[src/rtl/pca_pkg.sv]
// pca_pkg: shared types and helpers for pipelined_carry_adder
// Holds the per-stage control record, chunk-width helper and parameter legality check.
// Each stage's data part (partial sum plus pending operand chunks) lives in
// pca_stage, because its width shrinks from stage to stage.
package pca_pkg;
  typedef struct packed {
    logic valid;
    logic carry;
  } stage_ctl_t;
  function automatic int chunk_w(input int width, input int stages);
    return width / stages;
  endfunction
  function automatic bit width_ok(input int width, input int stages);
    return stages > 0 && width % stages == 0;
  endfunction
endpackage

[src/rtl/pca_stage.sv]
// pca_stage: one chunk adder with its pipeline register and valid/ready handshake
// Ports: up_valid/load = upstream handshake (load doubles as upstream ready),
//        dn_ready/valid = downstream handshake, carry_in/carry = chunk carry chain,
//        z_in/z = data word (low 2*CW bits are this chunk's a,b; the rest are pending
//        operand chunks and finished sum chunks), ovf_in/ovf with PCA_OVF_EN.
// Optional macro PCA_OVF_EN adds the signed-overflow chain.
module pca_stage
  import pca_pkg::*;
#(
  parameter int CW = 4,
  parameter int IW = 16,
  parameter bit LAST = 1'b0
) (
  input  logic clk,
  input  logic rst,
  input  logic up_valid,
  output logic load,
  input  logic dn_ready,
  output logic valid,
  input  logic carry_in,
  output logic carry,
  input  logic [IW-1:0] z_in,
  output logic [IW-CW-1:0] z
`ifdef PCA_OVF_EN
  ,
  input  logic ovf_in,
  output logic ovf
`endif
);
  stage_ctl_t ctl;
  logic [CW:0] add;
  logic [IW-CW-1:0] z_nx;
  assign add = {1'b0, z_in[CW-1:0]} + {1'b0, z_in[2*CW-1:CW]} + {{CW{1'b0}}, carry_in};
  // Loading whenever empty or the downstream takes our result gives full throughput.
  assign load = !ctl.valid || dn_ready;
  assign valid = ctl.valid;
  assign carry = ctl.carry;
  // The consumed a,b chunk drops off the bottom and its sum chunk enters at the top,
  // so after the last stage the word is exactly the finished sum.
  if (IW == 2*CW) begin : g_tail
    assign z_nx = add[CW-1:0];
  end else begin : g_body
    assign z_nx = {add[CW-1:0], z_in[IW-1:2*CW]};
  end
`ifdef PCA_OVF_EN
  logic ovf_nx;
  // Only the top chunk holds the operand MSBs; earlier stages just forward the chain.
  assign ovf_nx = LAST ? (z_in[CW-1] == z_in[2*CW-1]) && (add[CW-1] != z_in[CW-1]) : ovf_in;
`endif
  always_ff @(posedge clk)
    if (rst) begin
      ctl <= '0;
      z <= '0;
`ifdef PCA_OVF_EN
      ovf <= 1'b0;
`endif
    end else if (load) begin
      ctl.valid <= up_valid;
      if (up_valid) begin
        ctl.carry <= add[CW];
        z <= z_nx;
`ifdef PCA_OVF_EN
        ovf <= ovf_nx;
`endif
      end
    end
endmodule

[src/rtl/pipelined_carry_adder.sv]
// pipelined_carry_adder: {cout,sum} = a + b + cin over WIDTH bits in STAGES register stages
// Ports: clk, rst (sync, active high), in_valid/in_ready + a, b, cin operand side,
//        out_valid/out_ready + sum, cout result side, ovf (signed overflow) with PCA_OVF_EN.
// Optional macro PCA_OVF_EN adds the ovf output.
module pipelined_carry_adder
  import pca_pkg::*;
#(
  parameter int WIDTH = 8,
  parameter int STAGES = 2
) (
  input  logic clk,
  input  logic rst,
  input  logic in_valid,
  output logic in_ready,
  input  logic [WIDTH-1:0] a,
  input  logic [WIDTH-1:0] b,
  input  logic cin,
  output logic out_valid,
  input  logic out_ready,
  output logic [WIDTH-1:0] sum,
  output logic cout
`ifdef PCA_OVF_EN
  ,
  output logic ovf
`endif
);
  localparam int CW = chunk_w(WIDTH, STAGES);
  localparam bit WIDTH_OK = width_ok(WIDTH, STAGES);
  logic [STAGES:0] vld, rdy, car;
  logic [2*WIDTH-1:0] z0;
  if (!WIDTH_OK) begin : g_bad_width
    $error("pipelined_carry_adder: WIDTH must be divisible by STAGES");
  end
  assign vld[0] = in_valid;
  assign car[0] = cin;
  assign rdy[STAGES] = out_ready;
  assign in_ready = rdy[0];
  assign out_valid = vld[STAGES];
  assign cout = car[STAGES];
`ifdef PCA_OVF_EN
  logic [STAGES:0] ov;
  assign ov[0] = 1'b0;
  assign ovf = ov[STAGES];
`endif
  // Interleave operand chunks {b_n,a_n,...,b_0,a_0} so each stage eats the bottom 2*CW bits.
  for (genvar i = 0; i < STAGES; i++) begin : g_mix
    assign z0[2*i*CW +: CW] = a[i*CW +: CW];
    assign z0[(2*i+1)*CW +: CW] = b[i*CW +: CW];
  end
  for (genvar k = 0; k < STAGES; k++) begin : g_st
    localparam int IW = 2*WIDTH - k*CW;
    logic [IW-1:0] zi;
    logic [IW-CW-1:0] zo;
    if (k == 0) begin : g_src
      assign zi = z0;
    end else begin : g_src
      assign zi = g_st[k-1].zo;
    end
    pca_stage #(.CW(CW), .IW(IW), .LAST(k == STAGES-1)) u_stage (
      .clk(clk),
      .rst(rst),
      .up_valid(vld[k]),
      .load(rdy[k]),
      .dn_ready(rdy[k+1]),
      .valid(vld[k+1]),
      .carry_in(car[k]),
      .carry(car[k+1]),
      .z_in(zi),
      .z(zo)
`ifdef PCA_OVF_EN
      ,
      .ovf_in(ov[k]),
      .ovf(ov[k+1])
`endif
    );
  end
  assign sum = g_st[STAGES-1].zo;
endmodule

[config.mk]
export PLATFORM = sky130hd
export DESIGN_NAME = pipelined_carry_adder
export DESIGN_NICKNAME = d
export VERILOG_FILES = /design/src/rtl/pca_pkg.sv /design/src/rtl/pca_stage.sv /design/src/rtl/pipelined_carry_adder.sv
export SDC_FILE = /design/constraint.sdc
export NUM_CORES = 1
export LEC_CHECK = 0
export CAP_MARGIN = 10
export CORE_MARGIN = 1
export CORE_UTILIZATION = 40
export CTS_CLUSTER_DIAMETER = 40
export DETAILED_ROUTE_END_ITERATION = 10
export GPL_TIMING_DRIVEN = 0
export PLACE_DENSITY = 0.7
export SETUP_SLACK_MARGIN = 0.1
export SLEW_MARGIN = 20
export SYNTH_ARGS = -nofsm -noshare
export SYNTH_HDL_FRONTEND = slang
export SYNTH_HIERARCHICAL = 1
export SYNTH_SLANG_ARGS = --single-unit
[constraint.sdc]
create_clock -name clk -period 1.6 [get_ports clk]
set_clock_uncertainty 0.15 [all_clocks]
set_input_delay 0.16 -clock clk [delete_from_list [all_inputs] [get_ports clk]]
set_output_delay 0.16 -clock clk [all_outputs]
set_load 0.02 [all_outputs]
==> out/summary.txt, run 1 <==
Result of the run -> finished with violations
Violations in the final reports -> DRC, setup timing
CP Class -> flop to flop
Number of pins exceeding their max-slew limit in the final report -> 0
Count of buffering cells on the critical path with inverters included -> 1
Number of vias after detailed routing -> 1199
Reg2reg path depth -> 4
Placement-stage cell area -> 0.001653 mm^2
Final Hold Viols -> 0
Worst slack, placed -> -731.2 ps
Avg Synthesized Cell Area -> 8.947 um^2
TritonCTS Sinks -> 24
Largest net degree at the start of global routing -> 14
Final Wtd Congestion -> 0.7754
Logic depth of the worst path, buffers included -> 4
Source-to-sink clock delay at the later pin of the worst-skew pair -> 310 ps
Deepest clock path buffer count -> 2
Number of vias per cell -> 5.525
Port bufs -> 31
Post-layout worst setup margin -> -135.9 ps
Leakage power total -> 0.7693 nW
Count of max-cap constraint violations -> 0
Slew HR -> 53.93%
Root buffer cell -> clkbuf_4
Final number of setup-violating endpoints -> 4
Tightest Pin Transition -> 691.0 ps
Std cell rows -> 19
Dominant delay contributor by cell family on the critical path -> adder cells
Crit share post-route -> 108.5%
Share of synthesized area occupied by flip-flops and latches -> 38.63%
Wire length per cell after detailed routing -> 15.09 um
Die height -> 57.76 um
Synth Instances -> 139
Wire length after detailed routing -> 3275 um
Total CTS buffers -> 3
Total power per unit cell area -> 650.7 mW/mm^2
Nature of the critical path endpoint -> flop
Worst hold stages -> 5
# nets final -> 218
Layout overhead on the synthesized area -> 55.23%
HPWL Detailed -> 2153 um
Worst hold-check path type -> input port to flop
Die Footprint -> 0.003336 mm^2
Final critical-path required period -> 1736 ps
Startpoint class of the critical path -> flop
Max IR drop VDD -> 0.0003836 V
Finished layout cell area -> 0.001931 mm^2
Congestion Overflow GR -> 0
Post-route DRC -> 1
Syn_nets -> 170
Vias in the first global route -> 1127
Max Fanout on Critical Path -> 2
TritonCTS clock tree -> yes
Hold buffer count at CTS -> 0
Slowest cell delay on critical path -> 430 ps
Worst path arrival time -> 1820 ps
Unrepaired setup endpoints after global routing -> true
Post-route worst hold slack -> 220.3 ps
Clock transition at the registers of the reported paths -> 130 ps
Cells along the critical path -> fa_2 > inv_2 > fa_2 > a311oi_2
H-tree lvl count -> 1
Diode count -> 0
Timing-limited maximum frequency -> 576.1 MHz
CP max-delay cell -> fa_2
First-pass GRT wire length -> 4940 um
Share of cells above drive strength 1 -> 36.56%
Distinct cell type count of the synthesized netlist -> 29
Synthesis-stage register bit count -> 24
Area of the placeable core -> 0.002853 mm^2
Number of top-level pins -> 32
Number of antenna violations at the first check in global routing -> 0
1st-pass router iterations -> 7
Yosys warning count -> 6
Final core area utilization -> 67.68%
Data required time of the worst path -> 1680 ps
Starting Density -> 43.60%
Cell area after synthesis -> 0.001244 mm^2
ANT nets after route -> 0
GRT Overall Usage -> 19.05%
Crit path top cell by count -> fa_2
Horiz. Die Dim -> 57.76 um
Initial detailed-routing violation count -> 37
PnR Total Power -> 1.256 mW
==> flip-flops by register name, indices dropped and copies added, names as in the netlist <==
register,count
g_st.u_stage/carry,2
g_st.u_stage/z,20
g_st.u_stage/valid,2
==> tightest hold or removal path, stage by stage <==
cell            delay (ps)
dlymetal6s2s_1         110
ha_1                   140
nand3_1                 80
nand2_1                 80
o211ai_2                80
==> worst paths after layout <==
path | start | to | slack [ps]
setup reg to reg | g_st[0].u_stage/carry$_SDFFE_PP0P_ | g_st[1].u_stage/z[5]$_SDFFE_PP0P_ | -140
setup / recovery | g_st[0].u_stage/carry$_SDFFE_PP0P_ | g_st[1].u_stage/z[5]$_SDFFE_PP0P_ | -140
hold / removal | a[1] | g_st[0].u_stage/z[11]$_SDFFE_PP0P_ | 220
hold reg to reg | g_st[0].u_stage/z[10]$_SDFFE_PP0P_ | g_st[0].u_stage/z[10]$_SDFFE_PP0P_ | 330
==> routing by layer <==
metal | up-vias | track usage [%] | routed length [um]
li1 | 593 | - | -
met1 | 556 | 23.53 | 1413
met2 | 41 | 34.72 | 1583
met3 | 9 | 4.688 | 231
met4 | 0 | 2.041 | 46
met5 | - | 0 | 0
==> final cells by class <==
cell class	count	area [um^2]
Inverter	10	47.55
Multi-Input combinational cell	96	833.3
Buffer	7	48.80
Clock buffer	4	26.28
Tap cell	31	38.79
Fill cell	228	922.1
Timing Repair Buffer	45	442.9
Sequential cell	24	493.0
==> synthesized netlist by cell type (all sizes together) <==
master	count	area, um^2
a2111o	2	22.52
a211oi	2	15.01
a21oi	24	120.1
a311oi	2	23.77
and2b	1	7.510
buf	7	52.54
clkbuf	2	7.510
clkinv	1	3.750
dfxtp	24	480.5
fa	4	80.08
ha	6	75.07
inv	9	33.78
nand2	2	7.510
nand3	18	90.09
nand4b	2	17.52
nor2b	5	41.29
nor3	2	10.01
o211ai	2	25.02
o21ai	20	100.1
or2	2	12.52
xnor2	2	17.52
==> kinds of logic (layout without fill, tap and decap cells) <==
kind of cell               count (synthesis)  count (layout)  share of synthesized area, %
AOI/OAI and AO/OA                         52              52                         24.65
xor gates and xnor gates                   2               2                         1.409
adders and majority gates                 10              10                         12.47
buffers and inverters                     19              66                         7.846
DFF                                       24              24                         38.63
and+or+nand+nor                           32              32                         14.99
==> cell usage in the layout, fill, tap and decap left out, drive strengths merged, types with 4 or more instances in the layout <==
master,netlist,final
dfxtp,24,24
a21oi,24,24
o21ai,20,20
buf,7,19
nand3,18,18
clkdlybuf4s50,0,16
dlygate4sd2,0,13
inv,9,9
clkbuf,2,7
ha,6,6
nor2b,5,5
fa,4,4
==> power by group <==
group	switching (mW)	internal (mW)	total (mW)	leakage, nW
Combinational	0.158	0.163	0.321	0.554
Clock	0.177	0.0975	0.274	0.0150
Sequential	0.0261	0.635	0.661	0.200
==> stage by stage <==
step           instances  setup TNS (ps)
2_1_floorplan        139          -10.77
3_3_place_gp         201           -4824
3_5_place_dp         201           -5253
4_1_cts              212          -385.2
5_1_grt              217          -765.2
6_report             217          -224.1
==> what timing repair did <==
item / in CTS / in global routing
endpoints found under the setup margin: 29 / 18
gates resized for setup: 40 / 24
gates cloned: 1 / 1
pin swaps: 10 / 10
buffers inserted: 7 / 5
Power figures use the tool's default switching activity.
==> run 2: changes to the inputs <==
==> constraint.sdc (replaced) <==
create_clock -name clk -period 1.6 [get_ports clk]
set_clock_uncertainty 0.15 [all_clocks]
set_input_delay 0.16 -clock clk [delete_from_list [all_inputs] [get_ports clk]]
set_output_delay 0.16 -clock clk [all_outputs]
set_load 0.1 [all_outputs]
==> out/summary.txt, run 2 (synthesis results as in run 1) <==
Starting Density -> 43.60%
Unrepaired setup endpoints after global routing -> true
Number of vias after detailed routing -> 1207
R2r startpoint -> g_st[0].u_stage/carry$_SDFFE_PP0P_
Final Hold Viols -> 0
Vias in the first global route -> 1130
Routed length on met2 -> 1700 um
Horiz. Die Dim -> 57.76 um
Timing-limited maximum frequency -> 578.4 MHz
Total CTS buffers -> 3
Leading cell types in the layout, fill and taps excluded -> a21oi_1 (23), clkdlybuf4s50_1 (17), dfxtp_1 (16)
Die height -> 57.76 um
Crit share post-route -> 108.1%
H-tree lvl count -> 1
Final critical-path required period -> 1729 ps
Max IR drop VDD -> 0.0003923 V
Data required time of the worst path -> 1290 ps
Wire length per cell after detailed routing -> 15.87 um
Slack of the worst reg-to-reg path -> -110 ps
Max Fanout on Critical Path -> 2
Diode count -> 0
Source-to-sink clock delay at the later pin of the worst-skew pair -> 320 ps
Area of the placeable core -> 0.002853 mm^2
CP max-delay cell -> dfxtp_4
Top routing layer used -> met4
Endpoint of the lowest-slack register-to-register path -> g_st[1].u_stage/z[5]$_SDFFE_PP0P_
Leakage power total -> 0.7262 nW
TritonCTS clock tree -> yes
Layout overhead on the synthesized area -> 46.28%
Beginning of the worst hold path -> a[6]
HPWL Detailed -> 2166 um
Number of pins exceeding their max-slew limit in the final report -> 0
Number of antenna violations at the first check in global routing -> 0
Worst path arrival time -> 1420 ps
Cells along the critical path -> nor2b_4 > inv_8 > nor2b_4 > inv_4 > buf_12 > buf_12
Result of the run -> finished with violations
Startpoint class of the critical path -> flop
Slew HR -> 66.72%
Post-layout worst setup margin -> -129.0 ps
Total Negative Setup Slacks -> -430.2 ps
Port bufs -> 31
Max reg flops -> 20
Congestion Overflow GR -> 0
Clock transition at the registers of the reported paths -> 130 ps
Std cell rows -> 19
Initial detailed-routing violation count -> 49
Number of top-level pins -> 32
Largest regs -> g_st.u_stage/z (20), g_st.u_stage/carry (2), g_st.u_stage/valid (2)
Final core area utilization -> 63.77%
Reg2reg path depth -> 4
PnR Total Power -> 1.325 mW
First-pass GRT wire length -> 5126 um
Share of cells above drive strength 1 -> 35.52%
Post-route DRC -> 2
Register bank with the most flops -> g_st.u_stage/z
Hold buffer count at CTS -> 0
GRT Overall Usage -> 20.42%
ANT nets after route -> 0
Final Wtd Congestion -> 0.7481
Largest net degree at the start of global routing -> 14
Total power per unit cell area -> 728.2 mW/mm^2
Tightest Pin Transition -> 499.3 ps
Hold Crit Endpoint -> g_st[0].u_stage/z[2]$_SDFFE_PP0P_
Final number of setup-violating endpoints -> 11
Worst hold stages -> 3
Count of max-cap constraint violations -> 0
Worst hold-check path type -> input port to flop
# nets final -> 215
Root buffer cell -> clkbuf_4
Die Footprint -> 0.003336 mm^2
TritonCTS Sinks -> 24
Count of buffering cells on the critical path with inverters included -> 4
Violations in the final reports -> DRC, setup timing
Most frequent standard cell in the layout excluding fill and tap cells -> a21oi_1
Slowest cell delay on critical path -> 360 ps
Wire length after detailed routing -> 3397 um
Wire length on met1 -> 1419 um
Deepest clock path buffer count -> 2
Nature of the critical path endpoint -> output port
1st-pass router iterations -> 7
Number of vias per cell -> 5.640
Dominant delay contributor by cell family on the critical path -> flip-flops
CP Class -> flop to output port
Met3 Wirelength -> 211 um
## run 2: cell count changes in the layout (fill, tap and decap cells not counted), sizes merged
cell / before / now
buf: 19 / 26
dlymetal6s2s: 1 / 0
clkdlybuf4s15: 0 / 1
clkdlybuf4s50: 16 / 17
dlygate4sd2: 13 / 2
## run 2: layout make-up
class | count | area [um^2]
multi-input combinational | 96 | 777.0
timing repair buffer | 42 | 379.1
inverter | 10 | 47.55
clock buffer | 4 | 26.28
tap | 31 | 38.79
fill | 247 | 1033
buffer | 7 | 57.56
sequential | 24 | 493.0
## run 2: power by group
group          total, mW  switching [mW]  internal [mW]
Combinational      0.382           0.228          0.154
Clock              0.282           0.184         0.0978
Sequential         0.661          0.0246          0.636
Total               1.32           0.437          0.888
## run 2: routing by layer
layer / vias to the layer above / track usage (%)
li1: 582 / -
met1: 572 / 23.98
met2: 46 / 36.38
met3: 7 / 3.125
met4: 0 / 9.864
met5: - / 0
## run 2: worst max-delay path by stage
stage,from,to,slack [ps],cells after the start
3_5_place_dp,out_ready,in_ready,-1200,9
5_1_grt,g_st[1].u_stage/valid$_SDFFE_PP0N_,in_ready,-170,6
6_report,g_st[1].u_stage/valid$_SDFFE_PP0N_,in_ready,-130,6
3_3_place_gp,out_ready,in_ready,-1180,9
2_1_floorplan,g_st[1].u_stage/valid$_SDFFE_PP0N_,g_st[0].u_stage/z[8]$_SDFFE_PP0P_,-210,9
4_1_cts,g_st[1].u_stage/valid$_SDFFE_PP0N_,in_ready,-160,7
## run 2: metrics by stage
stage                     area [um^2]  setup WS [ps]  hold WS (ps)  std cells
after floorplan                  1318         -207.7         75.32        139
after global routing             1819         -174.2         246.9        214
after CTS                        1742         -158.2         243.1        211
after detailed placement         1667          -1197         314.9        201
after global placement           1667          -1181         314.2        201
final                            1819         -129.0         243.1        214
## run 2: worst reg2reg max path, delay by kind of cell (launching register included)
family | cells | cell delay [ps]
flip-flops | 1 | 350
AO/OA/AOI/OAI | 1 | 230
adder cells (fa/ha/maj) | 2 | 840
buffers and inverters | 1 | 70
## run 2: repair_timing
item	4_1_cts	5_1_grt
gates resized for setup	76	11
setup buffers	7	4
pin swaps	6	15
setup endpoints to repair	29	18
gates cloned	0	1
==> run 3: changes to the inputs <==
--- a/config.mk
+++ b/config.mk
@@ -12,7 +12,6 @@
 export DETAILED_ROUTE_END_ITERATION = 10
 export GPL_TIMING_DRIVEN = 0
 export PLACE_DENSITY = 0.7
-export SETUP_SLACK_MARGIN = 0.1
 export SLEW_MARGIN = 20
 export SYNTH_ARGS = -nofsm -noshare
 export SYNTH_HDL_FRONTEND = slang
==> out/summary.txt, run 3 (synthesis results as in run 1) <==
Result of the run -> finished with violations
HPWL Detailed -> 2207 um
Final number of setup-violating endpoints -> 4
Initial detailed-routing violation count -> 22
Count of max-cap constraint violations -> 0
Area of the placeable core -> 0.002853 mm^2
Std cell rows -> 19
Max reg flops -> 20
Clock transition at the registers of the reported paths -> 150 ps
Root buffer cell -> clkbuf_4
Total CTS buffers -> 3
Die height -> 57.76 um
Timing-limited maximum frequency -> 575.1 MHz
Largest net degree at the start of global routing -> 15
Tightest Pin Transition -> 546.6 ps
Leading cell types in the layout, fill and taps excluded -> a21oi_1 (24), dfxtp_1 (20), clkdlybuf4s50_1 (18)
PnR Total Power -> 1.410 mW
Max IR drop VDD -> 0.0003832 V
CP Class -> flop to flop
Post-route DRC -> 2
TritonCTS Sinks -> 24
Startpoint class of the critical path -> flop
Slew HR -> 63.73%
Share of cells above drive strength 1 -> 30.94%
Register bank with the most flops -> g_st.u_stage/z
Final critical-path required period -> 1739 ps
Wire length per cell after detailed routing -> 13.96 um
Final Hold Viols -> 0
Worst path arrival time -> 1830 ps
Vias in the first global route -> 1159
Number of antenna violations at the first check in global routing -> 0
Deepest clock path buffer count -> 2
Largest regs -> g_st.u_stage/z (20), g_st.u_stage/carry (2), g_st.u_stage/valid (2)
Data required time of the worst path -> 1690 ps
TritonCTS clock tree -> yes
Port bufs -> 31
ANT nets after route -> 0
Die Footprint -> 0.003336 mm^2
Leakage power total -> 0.6956 nW
Source-to-sink clock delay at the later pin of the worst-skew pair -> 330 ps
Total power per unit cell area -> 782.5 mW/mm^2
Crit share post-route -> 108.7%
First-pass GRT wire length -> 5023 um
Number of vias per cell -> 5.453
Hold buffer count at CTS -> 0
Layout overhead on the synthesized area -> 44.87%
H-tree lvl count -> 1
Wire length after detailed routing -> 2960 um
Unrepaired setup endpoints after global routing -> true
Diode count -> 0
Worst hold-check path type -> input port to flop
Max Fanout on Critical Path -> 2
Finished layout cell area -> 0.001802 mm^2
# nets final -> 213
Placement-stage cell area -> 0.001662 mm^2
Number of pins exceeding their max-slew limit in the final report -> 0
1st-pass router iterations -> 7
GRT Overall Usage -> 19.47%
Post-layout worst setup margin -> -139.0 ps
Most frequent standard cell in the layout excluding fill and tap cells -> a21oi_1
Final Wtd Congestion -> 0.8269
Starting Density -> 43.60%
Nature of the critical path endpoint -> flop
Congestion Overflow GR -> 0
Horiz. Die Dim -> 57.76 um
Worst slack, placed -> -1208 ps
Number of vias after detailed routing -> 1156
Number of top-level pins -> 32
Violations in the final reports -> DRC, setup timing
[run 3: through the flow]
step | std cells | setup TNS [ps] | utilization, % | hold slack [ps]
4_1_cts | 208 | -304.8 | 62.11 | 255.5
3_5_place_dp | 201 | -7295 | 58.25 | 319.6
6_report | 212 | -229.2 | 63.16 | 253.4
5_1_grt | 212 | -661.8 | 63.16 | 258.0
2_1_floorplan | 139 | -2339 | - | 79.07
3_3_place_gp | 201 | -6714 | 58.25 | 315.2
[run 3: routing by layer]
layer,vias up,GRT usage (%),share of wire [%]
met5,-,0,0
met4,0,7.143,1.1
met3,4,2.009,4.0
met2,32,35.05,52
met1,538,24.09,43
li1,582,-,-
[run 3: report_power, final]
| part | total [mW] | switching [mW] | leakage [nW] | internal (mW) |
|---|---|---|---|---|
| clock | 0.384 | 0.193 | 0.0261 | 0.191 |
| sequential | 0.657 | 0.0217 | 0.199 | 0.635 |
| combinational | 0.369 | 0.217 | 0.471 | 0.152 |
[run 3: path summary, 6_finish.rpt]
path | startpoint | end | slack (ps) | depth (start not counted)
worst min-delay path | a[5] | g_st[0].u_stage/z[1]$_SDFFE_PP0P_ | 250 | 3
worst min register to register | g_st[1].u_stage/z[6]$_SDFFE_PP0P_ | g_st[1].u_stage/z[6]$_SDFFE_PP0P_ | 340 | 2
worst max register to register | g_st[0].u_stage/z[4]$_SDFFE_PP0P_ | g_st[1].u_stage/z[5]$_SDFFE_PP0P_ | -140 | 4
worst max-delay path | g_st[0].u_stage/z[4]$_SDFFE_PP0P_ | g_st[1].u_stage/z[5]$_SDFFE_PP0P_ | -140 | 4
[run 3: timing repair]
action	CTS	global route
resized for setup	54	7
buffers inserted	4	5
setup endpoints to repair	24	14
pin swaps	7	2
[run 3: critical path, cell delays in order, from the launching register on]
cell	delay, ps
dfxtp_2	360
fa_2	400
inv_2	70
fa_2	430
a311oi_2	240
[run 3: cell type report]
type	instances	area (um^2)
well taps	31	38.79
inverters	10	52.55
repair buffers	40	397.9
fillers	238	1051
flip-flops and latches	24	488.0
plain buffers	7	48.80
clock buffers	4	47.55
multi-input cells	96	728.2
